## src/rtl/ltl_mon_pkg.sv

```systemverilog
// Shared definitions for the cluster LTL violation collectors.
// Every cluster collector uses the same property count, event id width
// and timestamp width. Keeping them here keeps the event records of all
// collectors identical.
package ltl_mon_pkg;

    localparam int NUM_PROPS = 10;
    localparam int ID_WIDTH  = 4;
    localparam int TS_WIDTH  = 16;

    // One queued detection: which property fired and when it was seen
    typedef struct packed {
        logic [ID_WIDTH-1:0] id;
        logic [TS_WIDTH-1:0] ts;
    } ltl_evt_t;

endpackage

```

## src/rtl/ltl_violation_collector_c5_if.sv

```systemverilog
// Event stream between the collector and the core-side reporting logic.
// The collector is the master and presents the FIFO head. The consumer
// is the slave and accepts the head with evt_ready.
interface ltl_violation_collector_c5_if;
    import ltl_mon_pkg::*;

    logic                evt_valid;
    logic                evt_ready;
    logic [ID_WIDTH-1:0] evt_id;
    logic [TS_WIDTH-1:0] evt_ts;

    modport master (output evt_valid, output evt_id, output evt_ts, input evt_ready);
    modport slave  (input evt_valid, input evt_id, input evt_ts, output evt_ready);

endinterface

```

## src/rtl/ltl_evt_fifo.sv

```systemverilog
// Small show-ahead event FIFO.
// Each pointer has one extra wrap bit, which separates full from empty.
// A push and a pop may happen in the same cycle at any occupancy. When
// the FIFO is full, a push is taken only if a pop frees the head slot in
// that cycle.
module ltl_evt_fifo #(
    parameter int DEPTH = 8,
    parameter int WIDTH = 20
) (
    input  logic             clk,
    input  logic             reset,
    input  logic             push,
    input  logic             pop,
    input  logic [WIDTH-1:0] din,
    output logic [WIDTH-1:0] dout,
    output logic             empty,
    output logic             full
);
    localparam int AW = $clog2(DEPTH);

    logic [WIDTH-1:0] mem [DEPTH];
    logic [AW:0]      wr_ptr;
    logic [AW:0]      rd_ptr;
    logic             do_push;
    logic             do_pop;

    assign empty   = (wr_ptr == rd_ptr);
    assign full    = (wr_ptr[AW] != rd_ptr[AW]) && (wr_ptr[AW-1:0] == rd_ptr[AW-1:0]);
    assign do_pop  = pop && !empty;
    assign do_push = push && (!full || do_pop);
    assign dout    = mem[rd_ptr[AW-1:0]];

    // Move the read and write pointers. Reset empties the FIFO.
    always_ff @(posedge clk) begin
        if (reset) begin
            wr_ptr <= '0;
            rd_ptr <= '0;
        end else begin
            if (do_push) wr_ptr <= wr_ptr + (AW+1)'(1);
            if (do_pop)  rd_ptr <= rd_ptr + (AW+1)'(1);
        end
    end

    // Write the pushed entry. The storage needs no reset because the
    // pointers decide which entries are valid.
    always_ff @(posedge clk) begin
        if (do_push) mem[wr_ptr[AW-1:0]] <= din;
    end

endmodule

```

## src/rtl/ltl_violation_collector_c5.sv

```systemverilog
// Cluster-5 load/store-word LTL violation collector.
// This block edge-detects the property match lines and timestamps each
// new detection. A pending bit holds each detection until a lowest-index
// arbiter moves it into the event FIFO. It also keeps sticky flags, an
// interrupt level and a saturating count of lost detections. A detection
// is lost only when a property rises again while its pending bit is set.
module ltl_violation_collector_c5
    import ltl_mon_pkg::*;
#(
    parameter int FIFO_DEPTH = 8,
    parameter int OVF_WIDTH  = 8
) (
    input  logic                     clk,
    input  logic                     reset,
    input  logic                     run,
    input  logic [NUM_PROPS-1:0]     hits,
    input  logic [NUM_PROPS-1:0]     mask,
    input  logic [NUM_PROPS-1:0]     sticky_clr,
    output logic [NUM_PROPS-1:0]     sticky,
    output logic [OVF_WIDTH-1:0]     overflow_cnt,
    output logic                     irq,
    ltl_violation_collector_c5_if.master evt
);
    localparam int CNT_W = $clog2(NUM_PROPS + 1);

    logic [TS_WIDTH-1:0]  ts_cnt;
    logic [TS_WIDTH-1:0]  ts_hold [NUM_PROPS];
    logic [NUM_PROPS-1:0] hits_q;
    logic [NUM_PROPS-1:0] pending;
    logic [NUM_PROPS-1:0] rise;
    logic [NUM_PROPS-1:0] grant;
    logic [NUM_PROPS-1:0] coalesce;
    logic [ID_WIDTH-1:0]  grant_id;
    logic                 pend_any;
    logic                 push;
    logic                 pop;
    logic                 can_accept;
    logic                 fifo_empty;
    logic                 fifo_full;
    logic [CNT_W-1:0]     coal_num;
    logic [OVF_WIDTH:0]   ovf_sum;
    ltl_evt_t             push_evt;
    ltl_evt_t             head_evt;

    assign rise       = hits & ~hits_q & mask & {NUM_PROPS{run}};
    assign pop        = !fifo_empty && evt.evt_ready;
    assign can_accept = !fifo_full || pop;
    assign push       = pend_any && can_accept;
    assign coalesce   = rise & pending & ~grant;

    assign push_evt.id = grant_id;
    assign push_evt.ts = ts_hold[grant_id];

    // Pick the lowest-index pending property. It is granted only when the
    // FIFO can take it this cycle.
    always_comb begin
        grant    = '0;
        grant_id = '0;
        pend_any = 1'b0;
        for (int i = NUM_PROPS - 1; i >= 0; i--) begin
            if (pending[i]) begin
                grant_id = ID_WIDTH'(i);
                pend_any = 1'b1;
            end
        end
        if (push) grant[grant_id] = 1'b1;
    end

    // Count this cycle's coalesced rises and form the unsaturated sum.
    always_comb begin
        coal_num = '0;
        for (int i = 0; i < NUM_PROPS; i++) begin
            coal_num = coal_num + CNT_W'(coalesce[i]);
        end
        ovf_sum = {1'b0, overflow_cnt} + (OVF_WIDTH+1)'(coal_num);
    end

    // Timestamp counter and input history. Both freeze while run is low.
    always_ff @(posedge clk) begin
        if (reset) begin
            ts_cnt <= '0;
            hits_q <= '0;
        end else if (run) begin
            ts_cnt <= ts_cnt + TS_WIDTH'(1);
            hits_q <= hits;
        end
    end

    // Pending detections and their capture timestamps. A bit granted in
    // the same cycle it rises is re-armed with the new timestamp.
    always_ff @(posedge clk) begin
        if (reset) begin
            pending <= '0;
            for (int i = 0; i < NUM_PROPS; i++) ts_hold[i] <= '0;
        end else begin
            pending <= (pending & ~grant) | rise;
            for (int i = 0; i < NUM_PROPS; i++) begin
                if (rise[i] && (!pending[i] || grant[i])) ts_hold[i] <= ts_cnt;
            end
        end
    end

    // Sticky flags (a set beats a clear), the registered interrupt, and
    // the saturating lost-detection counter.
    always_ff @(posedge clk) begin
        if (reset) begin
            sticky       <= '0;
            irq          <= 1'b0;
            overflow_cnt <= '0;
        end else begin
            sticky <= (sticky & ~sticky_clr) | rise;
            irq    <= |sticky;
            if (ovf_sum[OVF_WIDTH]) overflow_cnt <= '1;
            else                    overflow_cnt <= ovf_sum[OVF_WIDTH-1:0];
        end
    end

    ltl_evt_fifo #(
        .DEPTH (FIFO_DEPTH),
        .WIDTH ($bits(ltl_evt_t))
    ) u_fifo (
        .clk   (clk),
        .reset (reset),
        .push  (push),
        .pop   (pop),
        .din   (push_evt),
        .dout  (head_evt),
        .empty (fifo_empty),
        .full  (fifo_full)
    );

    assign evt.evt_valid = !fifo_empty;
    assign evt.evt_id    = fifo_empty ? '0 : head_evt.id;
    assign evt.evt_ts    = fifo_empty ? '0 : head_evt.ts;

endmodule

```

## src/flat_wrapper.sv

```systemverilog
// flat-port wrapper written by rule: the top's interface ports become plain ports
module ltl_violation_collector_c5_flat import ltl_mon_pkg::*;
#(
    parameter int FIFO_DEPTH = 8,
    parameter int OVF_WIDTH  = 8
)
  (clk, reset, run, hits, mask, sticky_clr, sticky, overflow_cnt, irq, evt_evt_valid, evt_evt_id, evt_evt_ts, evt_evt_ready);
  ltl_violation_collector_c5_if evt_i ();
  input  logic clk;
  input  logic reset;
  input  logic run;
  input  logic [NUM_PROPS-1:0] hits;
  input  logic [NUM_PROPS-1:0] mask;
  input  logic [NUM_PROPS-1:0] sticky_clr;
  output logic [NUM_PROPS-1:0] sticky;
  output logic [OVF_WIDTH-1:0] overflow_cnt;
  output logic irq;
  output wire logic [$bits(evt_i.evt_valid)-1:0] evt_evt_valid;
  output wire logic [$bits(evt_i.evt_id)-1:0] evt_evt_id;
  output wire logic [$bits(evt_i.evt_ts)-1:0] evt_evt_ts;
  input wire logic [$bits(evt_i.evt_ready)-1:0] evt_evt_ready;
  assign evt_evt_valid = evt_i.evt_valid;
  assign evt_evt_id = evt_i.evt_id;
  assign evt_evt_ts = evt_i.evt_ts;
  assign evt_i.evt_ready = evt_evt_ready;
  ltl_violation_collector_c5 #(.FIFO_DEPTH(FIFO_DEPTH), .OVF_WIDTH(OVF_WIDTH)) u_core (.clk(clk), .reset(reset), .run(run), .hits(hits), .mask(mask), .sticky_clr(sticky_clr), .sticky(sticky), .overflow_cnt(overflow_cnt), .irq(irq), .evt(evt_i));
endmodule
```

## config.mk

```make
export PLATFORM = sky130hd
export DESIGN_NAME = ltl_violation_collector_c5_flat
export DESIGN_NICKNAME = d
export VERILOG_FILES = /design/src/rtl/ltl_mon_pkg.sv /design/src/rtl/ltl_violation_collector_c5_if.sv /design/src/rtl/ltl_evt_fifo.sv /design/src/rtl/ltl_violation_collector_c5.sv /design/src/flat_wrapper.sv
export SDC_FILE = /design/constraint.sdc
export NUM_CORES = 1
export LEC_CHECK = 0
export BUFFER_PORTS_ARGS = -buffer_cell sky130_fd_sc_hd__buf_2
export CORE_MARGIN = 10
export CORE_UTILIZATION = 40
export CTS_BUF_LIST = sky130_fd_sc_hd__clkbuf_16
export DETAILED_ROUTE_END_ITERATION = 6
export SLEW_MARGIN = 20
export SYNTH_ARGS = -nofsm -noshare
export SYNTH_HDL_FRONTEND = slang
export SYNTH_SLANG_ARGS = --single-unit
```

## constraint.sdc

```tcl
create_clock -name clk -period 11.8 [get_ports clk]
set_clock_uncertainty 0.2 [all_clocks]
set_input_delay 1.77 -clock clk [delete_from_list [all_inputs] [get_ports clk]]
set_output_delay 1.77 -clock clk [all_outputs]
set_load 0.02 [all_outputs]
```

==> results of run 1 <==
-- metrics by stage --
step	setup slack [ns]	cell area [um^2]	total power [mW]	hold slack, ns
after floorplan	5.041	16530	2.099	0.2509
after global placement	4.430	17370	2.299	0.2626
after detailed placement	4.302	17370	2.309	0.2780
after CTS	4.553	18590	3.496	0.2918
after global routing	4.045	18600	3.606	0.3144
final	4.533	18600	3.463	0.2854
-- routing by layer --
| layer | vias up | wire length, um | track usage (%) |
|---|---|---|---|
| li1 | 4494 | - | - |
| met1 | 4760 | 17500 | 20.57 |
| met2 | 248 | 17240 | 23.07 |
| met3 | 44 | 2076 | 2.694 |
| met4 | 0 | 573 | 3.378 |
| met5 | - | 0 | 0 |
-- worst register-to-register path, stage by stage (launching register included) --
cell and delay, ns:
dfxtp_1 0.87, nor2_1 0.16, nand2_1 0.58, inv_1 0.50, o41ai_1 0.74, or2_2 0.22
fa_1 0.45, fa_1 0.52, fa_1 0.52, fa_1 0.47, fa_1 0.39, xor2_1 0.16
ha_1 0.32, nor2b_1 0.15, o21a_1 0.20, o2111ai_1 0.39, nand2_1 0.10, mux2i_1 0.14
nor2_1 0.05
-- logic make-up (layout without fill, tap and decap cells) --
logic type | Yosys count | count (layout) | share of synthesized area (%)
buf+inv | 107 | 184 | 2.876
mux | 123 | 123 | 10.72
fa+ha+maj | 19 | 19 | 1.756
compound gates | 105 | 105 | 4.640
xor+xnor | 25 | 25 | 1.325
simple gates | 441 | 441 | 12.56
flops | 386 | 386 | 66.12
-- layout by cell type, fill, tap and decap left out, drive strengths merged, types with 2 or more instances in the layout --
cell type	netlist	layout
nor2	252	252
nand4	18	18
mux4	40	40
nand4b	10	10
a21oi	49	49
buf	42	90
nor2b	2	2
bufinv	0	3
mux2i	51	51
nand2	49	49
clkinv	2	19
dfxtp	66	66
xor2	20	20
nand3	10	10
o21ai	6	6
fa	7	7
xnor2	5	5
and2	2	2
o2111ai	2	2
or2	8	8
nor4	4	4
nor3	22	22
clkbuf	43	40
o221ai	16	16
a2bb2oi	16	16
ha	12	12
o41ai	4	4
mux2	32	32
inv	20	32
and3	5	5
nand2b	51	51
o31ai	4	4
or3	4	4
o21bai	2	2
edfxtp	320	320
-- flip-flops by register name (all words and copies together), names as in the netlist, named ones only --
signal,flops
u_core.irq,1
u_core.u_fifo.wr_ptr,4
u_core.sticky,10
u_core.pending,10
u_core.u_fifo.mem,160
u_core.ts_cnt,16
u_core.ts_hold,160
u_core.hits_q,10
u_core.overflow_cnt,8
u_core.u_fifo.rd_ptr,4
-- cell usage after synthesis, drive strengths merged (4+ instances only) --
cell type  number
nand4          18
xnor2           5
a21oi          49
o41ai           4
buf            42
nand4b         10
mux4           40
dfxtp          66
inv            20
o31ai           4
mux2i          51
nand2          49
a2bb2oi        16
nand2b         51
xor2           20
ha             12
and3            5
nor2          252
or3             4
nor3           22
o221ai         16
clkbuf         43
nand3          10
edfxtp        320
mux2           32
o21ai           6
or2             8
nor4            4
fa              7
-- area by class of cell --
type	instances	area share [%]
repair buffers	90	2.650
well taps	532	3.578
clock inverters	32	1.224
clock buffers	40	5.381
inverters	22	0.4439
multi-input cells	713	27.94
flip-flops and latches	386	58.78
-- path summary, 6_finish.rpt --
check | cells after the start | slack [ns] | start | endpoint
max | 18 | 4.53 | u_core.pending[1] | u_core.overflow_cnt[5]
min | 2 | 0.29 | u_core.sticky[3] | u_core.sticky[3]
max reg2reg | 18 | 4.53 | u_core.pending[1] | u_core.overflow_cnt[5]
min reg2reg | 2 | 0.29 | u_core.sticky[3] | u_core.sticky[3]
-- power by group through the flow --
stage / sequential (mW) / combinational [mW] / clock (mW)
3_5_place_dp: 1.67 / 0.641 / 0
4_1_cts: 1.64 / 0.642 / 1.22
5_1_grt: 1.65 / 0.689 / 1.27
2_1_floorplan: 1.65 / 0.451 / 0
3_3_place_gp: 1.66 / 0.635 / 0
6_report: 1.64 / 0.627 / 1.20
==> flow_summary.json, run 1 <==
{
  "grt_max_degree": 91,
  "antenna_found_initial": 0,
  "cp_num_buf_inv": 1,
  "p_comb_share_pct": 18.1,
  "synth_top_area_cell": "edfxtp_1",
  "n_antenna_cell": 0,
  "vdd_drop_max_v": 0.0001038,
  "ant_nets": 0,
  "path_cells": "nor2_1 -> nand2_1 -> inv_1 -> o41ai_1 -> or2_2 -> fa_1 -> fa_1 -> fa_1 -> fa_1 -> fa_1 -> xor2_1 -> ha_1 -> nor2b_1 -> o21a_1 -> o2111ai_1 -> nand2_1 -> mux2i_1 -> nor2_1",
  "htree_num_levels": 2,
  "setup_viol": 0,
  "ys.flop_type": "edfxtp_1",
  "netlist_instances": 1206,
  "path_class": "register to register",
  "clkPwrFrac_pct": 34.6,
  "die_area_um2": 49860,
  "cts_max_path_buffers": 3,
  "synth.net_count": 1259,
  "cts_tree": "done",
  "critPathMaxStageDelay_ns": 0.87,
  "clkLatencyLatePin_ns": 0.54,
  "drc_errors": 0,
  "cts_hold_buf": 0,
  "multi_input_area_um2": 5197,
  "synth_top_area_share_pct": 58.13,
  "critPathRequiredTime_ns": 11.99,
  "area_delta_synth_final_pct": 12.53,
  "max_slew_margin_pct": 38.52,
  "grt_pass1_vias": 9613,
  "seqCellArea_um2": 10940,
  "arrival_ns": 7.46,
  "cp_max_fo": 23,
  "yosysSeqAreaShare_pct": 66.12,
  "place_congestion": 0.8184,
  "crit_family": "adder cells",
  "dp_cells": 1743,
  "gr-total-overflow": 0,
  "fin_util_pct": 45.56,
  "end_kind": "register",
  "ys_top_cells_by_area": "edfxtp_1 (58%), dfxtp_1 (8.0%), mux4_2 (5.4%)",
  "crit_slowest_cell": "dfxtp_1",
  "chipHeight_um": 223.3,
  "drtPass1Iterations": 5,
  "fin_crit_sh_pct": 61.59,
  "crit_top_cell": "fa_1",
  "cts_root_buffer": "clkbuf_16",
  "wirelength_um": 37380,
  "powerDensity_nw_per_um2": 186.2,
  "async_flop_share_pct": 0,
  "instances_no_fill": 1815,
  "syn_avg_cell_area_um2": 13.71,
  "min-delay-path-class": "register to register",
  "power_frac_seq_pct": 47.3,
  "initial_utilization_pct": 40.49,
  "core.rowCount": 74,
  "fin_tns_setup_ns": 0,
  "io_buffers": 73,
  "start_kind": "register",
  "fill_cells": 3640,
  "finalHoldViolCount": 0,
  "drive_gt1_share_pct": 20.58,
  "internal_power_mw": 2.521,
  "leakagePower_nw": 6.462,
  "grt_util_all_layers_pct": 14.65,
  "hpwlAfterDp_um": 23520,
  "status": "complete, no violations",
  "synthDistinctLibCells": 55,
  "synth-edff-count": 320,
  "max_freq_mhz": 137.6,
  "die_x_um": 223.3,
  "synth-seq-cells": 386,
  "wl_per_cell_um": 20.60,
  "clkSinkCount": 386,
  "nNetsFinal": 1306,
  "cts_buffers": 40,
  "worst_pin_slew_ns": 0.9222,
  "drv_cap": 0,
  "drtIter0Drc": 742,
  "synth.cell_area_um2": 16530,
  "switching_share_pct": 27.20,
  "viasPerCell": 5.260,
  "drv_slew": 0,
  "ys.warnings.count": 0,
  "fin_crit_ns": 7.267,
  "clk_pin_slew_ns": 0.06,
  "coreArea_um2": 40830,
  "cts_resized": 0,
  "pin_count": 74,
  "dr_total_vias": 9546,
  "grt_pass1_wl_um": 57520,
  "postCtsSetupBuffers": 0,
  "net-switching-power_uw": 942.0,
  "rsz0062_at_grt": "false"
}
Note: power is estimated with default switching activity, not from simulation.
==> run 2, diff against run 1 <==
- clock period: 11.8 -> 5.8 ns (I/O delays scaled with it)
==> flow_summary.json, run 2 (same netlist as run 1, synthesis figures left out) <==
{
  "crit_slowest_cell": "fa_1",
  "chipHeight_um": 223.3,
  "die_x_um": 223.3,
  "nNetsFinal": 1351,
  "vdd_drop_max_v": 0.0001822,
  "dpl_cell_area_um2": 17720,
  "grt_pass1_wl_um": 58450,
  "final_common_cell": "edfxtp_1",
  "cts_tree": "done",
  "clk_pin_slew_ns": 0.06,
  "htree_num_levels": 2,
  "clkPwrFrac_pct": 34.2,
  "crit_top_cell": "fa_1",
  "fin_tns_setup_ns": 0,
  "path_cells": "xor2_4 -> nor3_2 -> and2_4 -> buf_12 -> nand2_1 -> nor2_1 -> ha_1 -> inv_1 -> fa_1 -> fa_1 -> fa_1 -> fa_2 -> fa_1 -> buf_4 -> fa_1 -> nor2b_1 -> o21a_1 -> nor2_1 -> nor2_2 -> nor3_1 -> a211oi_1",
  "seqCellArea_um2": 10940,
  "gr-total-overflow": 0,
  "fin_crit_sh_pct": 95.41,
  "cp_max_fo": 10,
  "fin_crit_ns": 5.534,
  "final_area_um2": 19040,
  "rsz0062_at_grt": "false",
  "drtPass1Iterations": 5,
  "viasPerCell": 5.274,
  "n_antenna_cell": 0,
  "die_area_um2": 49860,
  "drc_errors": 0,
  "setup_viol": 0,
  "fin_ws_ns": 0.2661,
  "power_frac_seq_pct": 47.4,
  "switching_share_pct": 27.11,
  "status": "complete, no violations",
  "wl_per_cell_um": 20.19,
  "grt_util_all_layers_pct": 14.79,
  "net-switching-power_mw": 1.923,
  "core.rowCount": 74,
  "drv_cap": 0,
  "instances_no_fill": 1857,
  "cts_root_buffer": "clkbuf_16",
  "arrival_ns": 5.77,
  "max_freq_mhz": 180.7,
  "io_buffers": 73,
  "hpwlAfterDp_um": 23580,
  "fill_cells": 3632,
  "critPathRequiredTime_ns": 6.03,
  "pre_cts_ws_ns": -0.2752,
  "critPathMaxStageDelay_ns": 0.52,
  "coreArea_um2": 40830,
  "ant_nets": 0,
  "drive_gt1_share_pct": 24.60,
  "finalHoldViolCount": 0,
  "crit_family": "adder cells",
  "cts_hold_buf": 0,
  "layout_common_cells": "edfxtp_1 (320), nor2_1 (225), buf_2 (73)",
  "pin_count": 74,
  "leakagePower_nw": 6.689,
  "clkLatencyLatePin_ns": 0.54,
  "end_kind": "register",
  "start_kind": "register",
  "grt_max_degree": 56,
  "multi_input_area_um2": 5270,
  "cts_buffers": 40,
  "holdWs_ns": 0.2864,
  "drv_slew": 0,
  "place_congestion": 0.7819,
  "grt_pass1_vias": 9836,
  "area_delta_synth_final_pct": 15.16,
  "dp_cells": 1787,
  "path_class": "register to register",
  "max_slew_margin_pct": 27.43,
  "antenna_found_initial": 0,
  "drtIter0Drc": 835,
  "dr_total_vias": 9793,
  "powerDensity_nw_per_um2": 372.6,
  "cts_max_path_buffers": 3,
  "p_comb_share_pct": 18.4,
  "worst_pin_slew_ns": 1.089,
  "initial_utilization_pct": 40.49,
  "min-delay-path-class": "register to register",
  "internal_power_mw": 5.171,
  "clkSinkCount": 386,
  "cp_num_buf_inv": 3,
  "wirelength_um": 37490
}
==> run 2: cell types whose count changed in the layout (fill, tap and decap cells not counted), moves of 2 or more <==
cell       change
buf_4         +43
dfxtp_2        +4
clkinv_1       -3
dfxtp_1        -3
xor2_1         -3
buf_12         +2
clkbuf_16      +2
inv_2          +2
nor2_2         +2
o21ai_0        -2
xor2_2         +2
==> run 2: cell type report <==
type	count	share of cell area (%)
Multi-Input combinational cell	713	27.68
Inverter	22	0.4338
Clock buffer	42	5.521
Tap cell	532	3.497
Clock inverter	27	0.9201
Timing Repair Buffer	135	4.496
Sequential cell	386	57.45
==> run 2: final timing paths <==
| path | startpoint | end | depth (start not counted) | slack (ns) |
|---|---|---|---|---|
| min | u_core.hits_q[5] | u_core.hits_q[5] | 2 | 0.29 |
| min reg2reg | u_core.hits_q[5] | u_core.hits_q[5] | 2 | 0.29 |
| max | u_core.u_fifo.wr_ptr[1] | u_core.overflow_cnt[7] | 21 | 0.27 |
| max reg2reg | u_core.u_fifo.wr_ptr[1] | u_core.overflow_cnt[7] | 21 | 0.27 |
==> run 2: power by group through the flow <==
stage               sequential (mW)  clock (mW)  combinational (mW)
floorplan                      3.35           0               0.918
global placement               3.41           0                1.30
detailed placement             3.42           0                1.32
CTS                            3.36        2.47                1.32
global route                   3.38        2.59                1.42
finish                         3.36        2.43                1.30
==> run 2: worst register-to-register path: cells and delay by family, from the launching register on <==
family | cells | cell delay, ns
compound gates | 2 | 0.36
xor+xnor | 1 | 0.19
fa+ha+maj | 7 | 2.97
buf+inv | 3 | 0.36
flops | 1 | 0.35
simple gates | 8 | 1.00
==> run 2: stage by stage <==
| step | power [mW] | utilization [%] |
|---|---|---|
| floorplan | 4.270 | - |
| global placement | 4.714 | 43.39 |
| detailed placement | 4.738 | 43.40 |
| CTS | 7.153 | 46.41 |
| global route | 7.402 | 46.62 |
| finish | 7.094 | 46.62 |
==> run 2: metal layers <==
metal  vias up  wire (um)  GRT usage (%)
met3        48       1942          2.811
met1      4916      17530          20.56
met2       242      17340          23.39
met4         0        680          3.618
met5         -          0              0
li1       4587          -              -
==> run 2: timing repair <==
action	CTS	global route
gates resized for setup	0	17
buffers inserted	0	1
endpoints found under the setup margin	0	8
==> run 3, diff against run 2 <==
- SYNTH_HIERARCHICAL: not set -> 1
==> flow_summary.json, run 3 <==
{
  "coreArea_um2": 41760,
  "viasPerCell": 5.381,
  "cts_max_path_buffers": 3,
  "fin_crit_ns": 5.336,
  "initial_utilization_pct": 40.28,
  "synth_top_family_by_area": "simple AND/OR/NAND/NOR gates",
  "total_power_mw": 6.980,
  "place_congestion": 0.7809,
  "synthMuxAreaShare_pct": 9.216,
  "start_kind": "register",
  "htree_num_levels": 2,
  "leakagePower_nw": 6.848,
  "arrival_ns": 5.57,
  "wl_per_cell_um": 21.01,
  "vdd_drop_max_v": 0.0001981,
  "min-delay-path-class": "register to register",
  "syn_avg_cell_area_um2": 13.70,
  "max_freq_mhz": 187.4,
  "dp_cells": 1821,
  "pin_count": 74,
  "synth.net_count": 1277,
  "synth_compound_area_share_pct": 7.773,
  "worst_pin_slew_ns": 1.031,
  "powerDensity_nw_per_um2": 362.1,
  "gr-total-overflow": 0,
  "synth-seq-cells": 386,
  "final_common_cell": "edfxtp_1",
  "cts_tree": "done",
  "drv_cap": 0,
  "cp_num_buf_inv": 2,
  "nNetsFinal": 1375,
  "multi_input_area_um2": 5468,
  "ant_nets": 0,
  "crit_top_cell": "fa_1",
  "grt_util_all_layers_pct": 15.82,
  "die_x_um": 225.1,
  "grt_max_degree": 52,
  "hpwlAfterDp_um": 26150,
  "synthXorXnorAreaFrac_pct": 1.198,
  "instances_no_fill": 1896,
  "cts_buffers": 42,
  "n_antenna_cell": 0,
  "chipHeight_um": 225.1,
  "setup_viol": 0,
  "holdWs_ns": 0.2877,
  "cp_max_fo": 7,
  "ys_top_cells_by_area": "edfxtp_1 (57%), dfxtp_1 (7.9%), mux4_2 (5.4%)",
  "crit_family": "adder cells",
  "ys.warnings.count": 6,
  "dr_total_vias": 10200,
  "ys.flop_type": "edfxtp_1",
  "synth.cell_area_um2": 16820,
  "drive_gt1_share_pct": 20.85,
  "drtPass1Iterations": 5,
  "synth-edff-count": 320,
  "clk_pin_slew_ns": 0.06,
  "synthDistinctLibCells": 71,
  "synth-simple-area-share_pct": 12.58,
  "yosysSeqAreaShare_pct": 64.98,
  "path_cells": "xor2_1 -> nor2_2 -> nor2b_1 -> nor2b_4 -> nand2b_4 -> o31ai_2 -> nor2_1 -> fa_1 -> inv_1 -> fa_1 -> inv_1 -> fa_1 -> fa_1 -> fa_1 -> a21o_1 -> a21o_1 -> nand4_1 -> nand2_1 -> mux2i_1 -> nor2_1",
  "grt_pass1_vias": 10580,
  "synthTopCellsByCount": "edfxtp_1 (320), nor2_1 (159), dfxtp_1 (66)",
  "clkSinkCount": 386,
  "drtIter0Drc": 704,
  "fill_cells": 3742,
  "yosysMostFrequentCell": "edfxtp_1",
  "finalHoldViolCount": 0,
  "synthAdderAreaFrac_pct": 1.428,
  "async_flop_share_pct": 0,
  "rsz0062_at_grt": "false",
  "end_kind": "register",
  "netlist_instances": 1228,
  "drv_slew": 0,
  "grt_pass1_wl_um": 61910,
  "cts_hold_buf": 0,
  "clkLatencyLatePin_ns": 0.57,
  "status": "complete, no violations",
  "wirelength_um": 39830,
  "critPathMaxStageDelay_ns": 0.52,
  "synth_top_area_cell": "edfxtp_1",
  "antenna_found_initial": 0,
  "path_class": "register to register",
  "critPathRequiredTime_ns": 6.03,
  "io_buffers": 73,
  "max_slew_margin_pct": 30.68,
  "fin_crit_sh_pct": 91.99,
  "layout_common_cells": "edfxtp_1 (320), nor2_1 (156), buf_2 (73)",
  "drc_errors": 0,
  "fin_tns_setup_ns": 0,
  "seqCellArea_um2": 10940,
  "cts_root_buffer": "clkbuf_16",
  "postCtsSetupBuffers": 0,
  "core.rowCount": 75,
  "die_area_um2": 50650,
  "area_delta_synth_final_pct": 14.59,
  "synth_top_area_share_pct": 57.13,
  "crit_slowest_cell": "fa_1"
}
## run 3: cell count changes in the layout (fill, tap and decap cells not counted), sizes merged, moves of 10 or more
| cell | delta |
|---|---|
| a211o | +10 |
| nand4 | -10 |
| o221ai | -16 |
| a2bb2oi | -16 |
| nor3 | -13 |
| nor2 | -92 |
| nor2b | +26 |
| a22o | +15 |
| o21ai | +45 |
| a21oi | +10 |
| and2 | +60 |
| mux2i | -12 |
## run 3: worst register-to-register path, delay by kind of cell, from the launching register on
kind | cells | cell delay (ns)
compound gates | 3 | 0.64
xor+xnor | 1 | 0.25
fa+ha+maj | 5 | 2.36
buf+inv | 2 | 0.10
flops | 1 | 0.39
mux | 1 | 0.13
simple gates | 8 | 1.14
## run 3: path summary, 6_finish.rpt
kind,depth (start not counted),start,to,slack (ns)
max reg2reg,20,u_core/u_fifo/wr_ptr[3],u_core/overflow_cnt[5],0.46
min reg2reg,2,u_core/hits_q[1],u_core/hits_q[1],0.29
max,20,u_core/u_fifo/wr_ptr[3],u_core/overflow_cnt[5],0.46
min,2,u_core/hits_q[1],u_core/hits_q[1],0.29
## run 3: kinds of logic after synthesis
family	count (synthesis)
AOI/OAI and AO/OA	195
DFF	386
buffers and inverters	96
xor gates and xnor gates	23
muxes	102
and+or+nand+nor	411
adders and majority gates	15
## run 3: repair_timing
| item | CTS | global route |
|---|---|---|
| resized for setup | 0 | 2 |
| endpoints found under the setup margin | 0 | 8 |
| endpoints found under the hold margin | 0 | 0 |
## run 3: layout make-up
cell class                 count  share of cell area [%]
clock buffer                  42                   5.452
clock inverter                33                   1.519
inverter                      24                  0.4738
multi-input combinational    746                   28.37
sequential                   386                   56.73
tap                          539                   3.499
timing repair buffer         126                   3.959
## run 3: per-stage QoR
stage               util (%)  cell area, um^2  setup slack, ns
floorplan                  -            16820           0.5787
global placement       42.90            17920         0.007435
detailed placement     42.90            17920          0.01951
CTS                    46.12            19260           0.1118
global route           46.16            19280          0.02814
finish                 46.16            19280           0.4643
## run 3: per-layer routing
| metal | track usage, % | wire length [um] |
|---|---|---|
| met3 | 3.331 | 2292 |
| met4 | 4.672 | 879 |
| met1 | 20.08 | 17240 |
| met5 | 0 | 0 |
| met2 | 26.71 | 19410 |
## run 3: report_power, final
group,internal [mW],switching [mW]
sequential,3.24,0.0703
combinational,0.417,0.677
clock,1.50,1.08
total,5.15,1.83
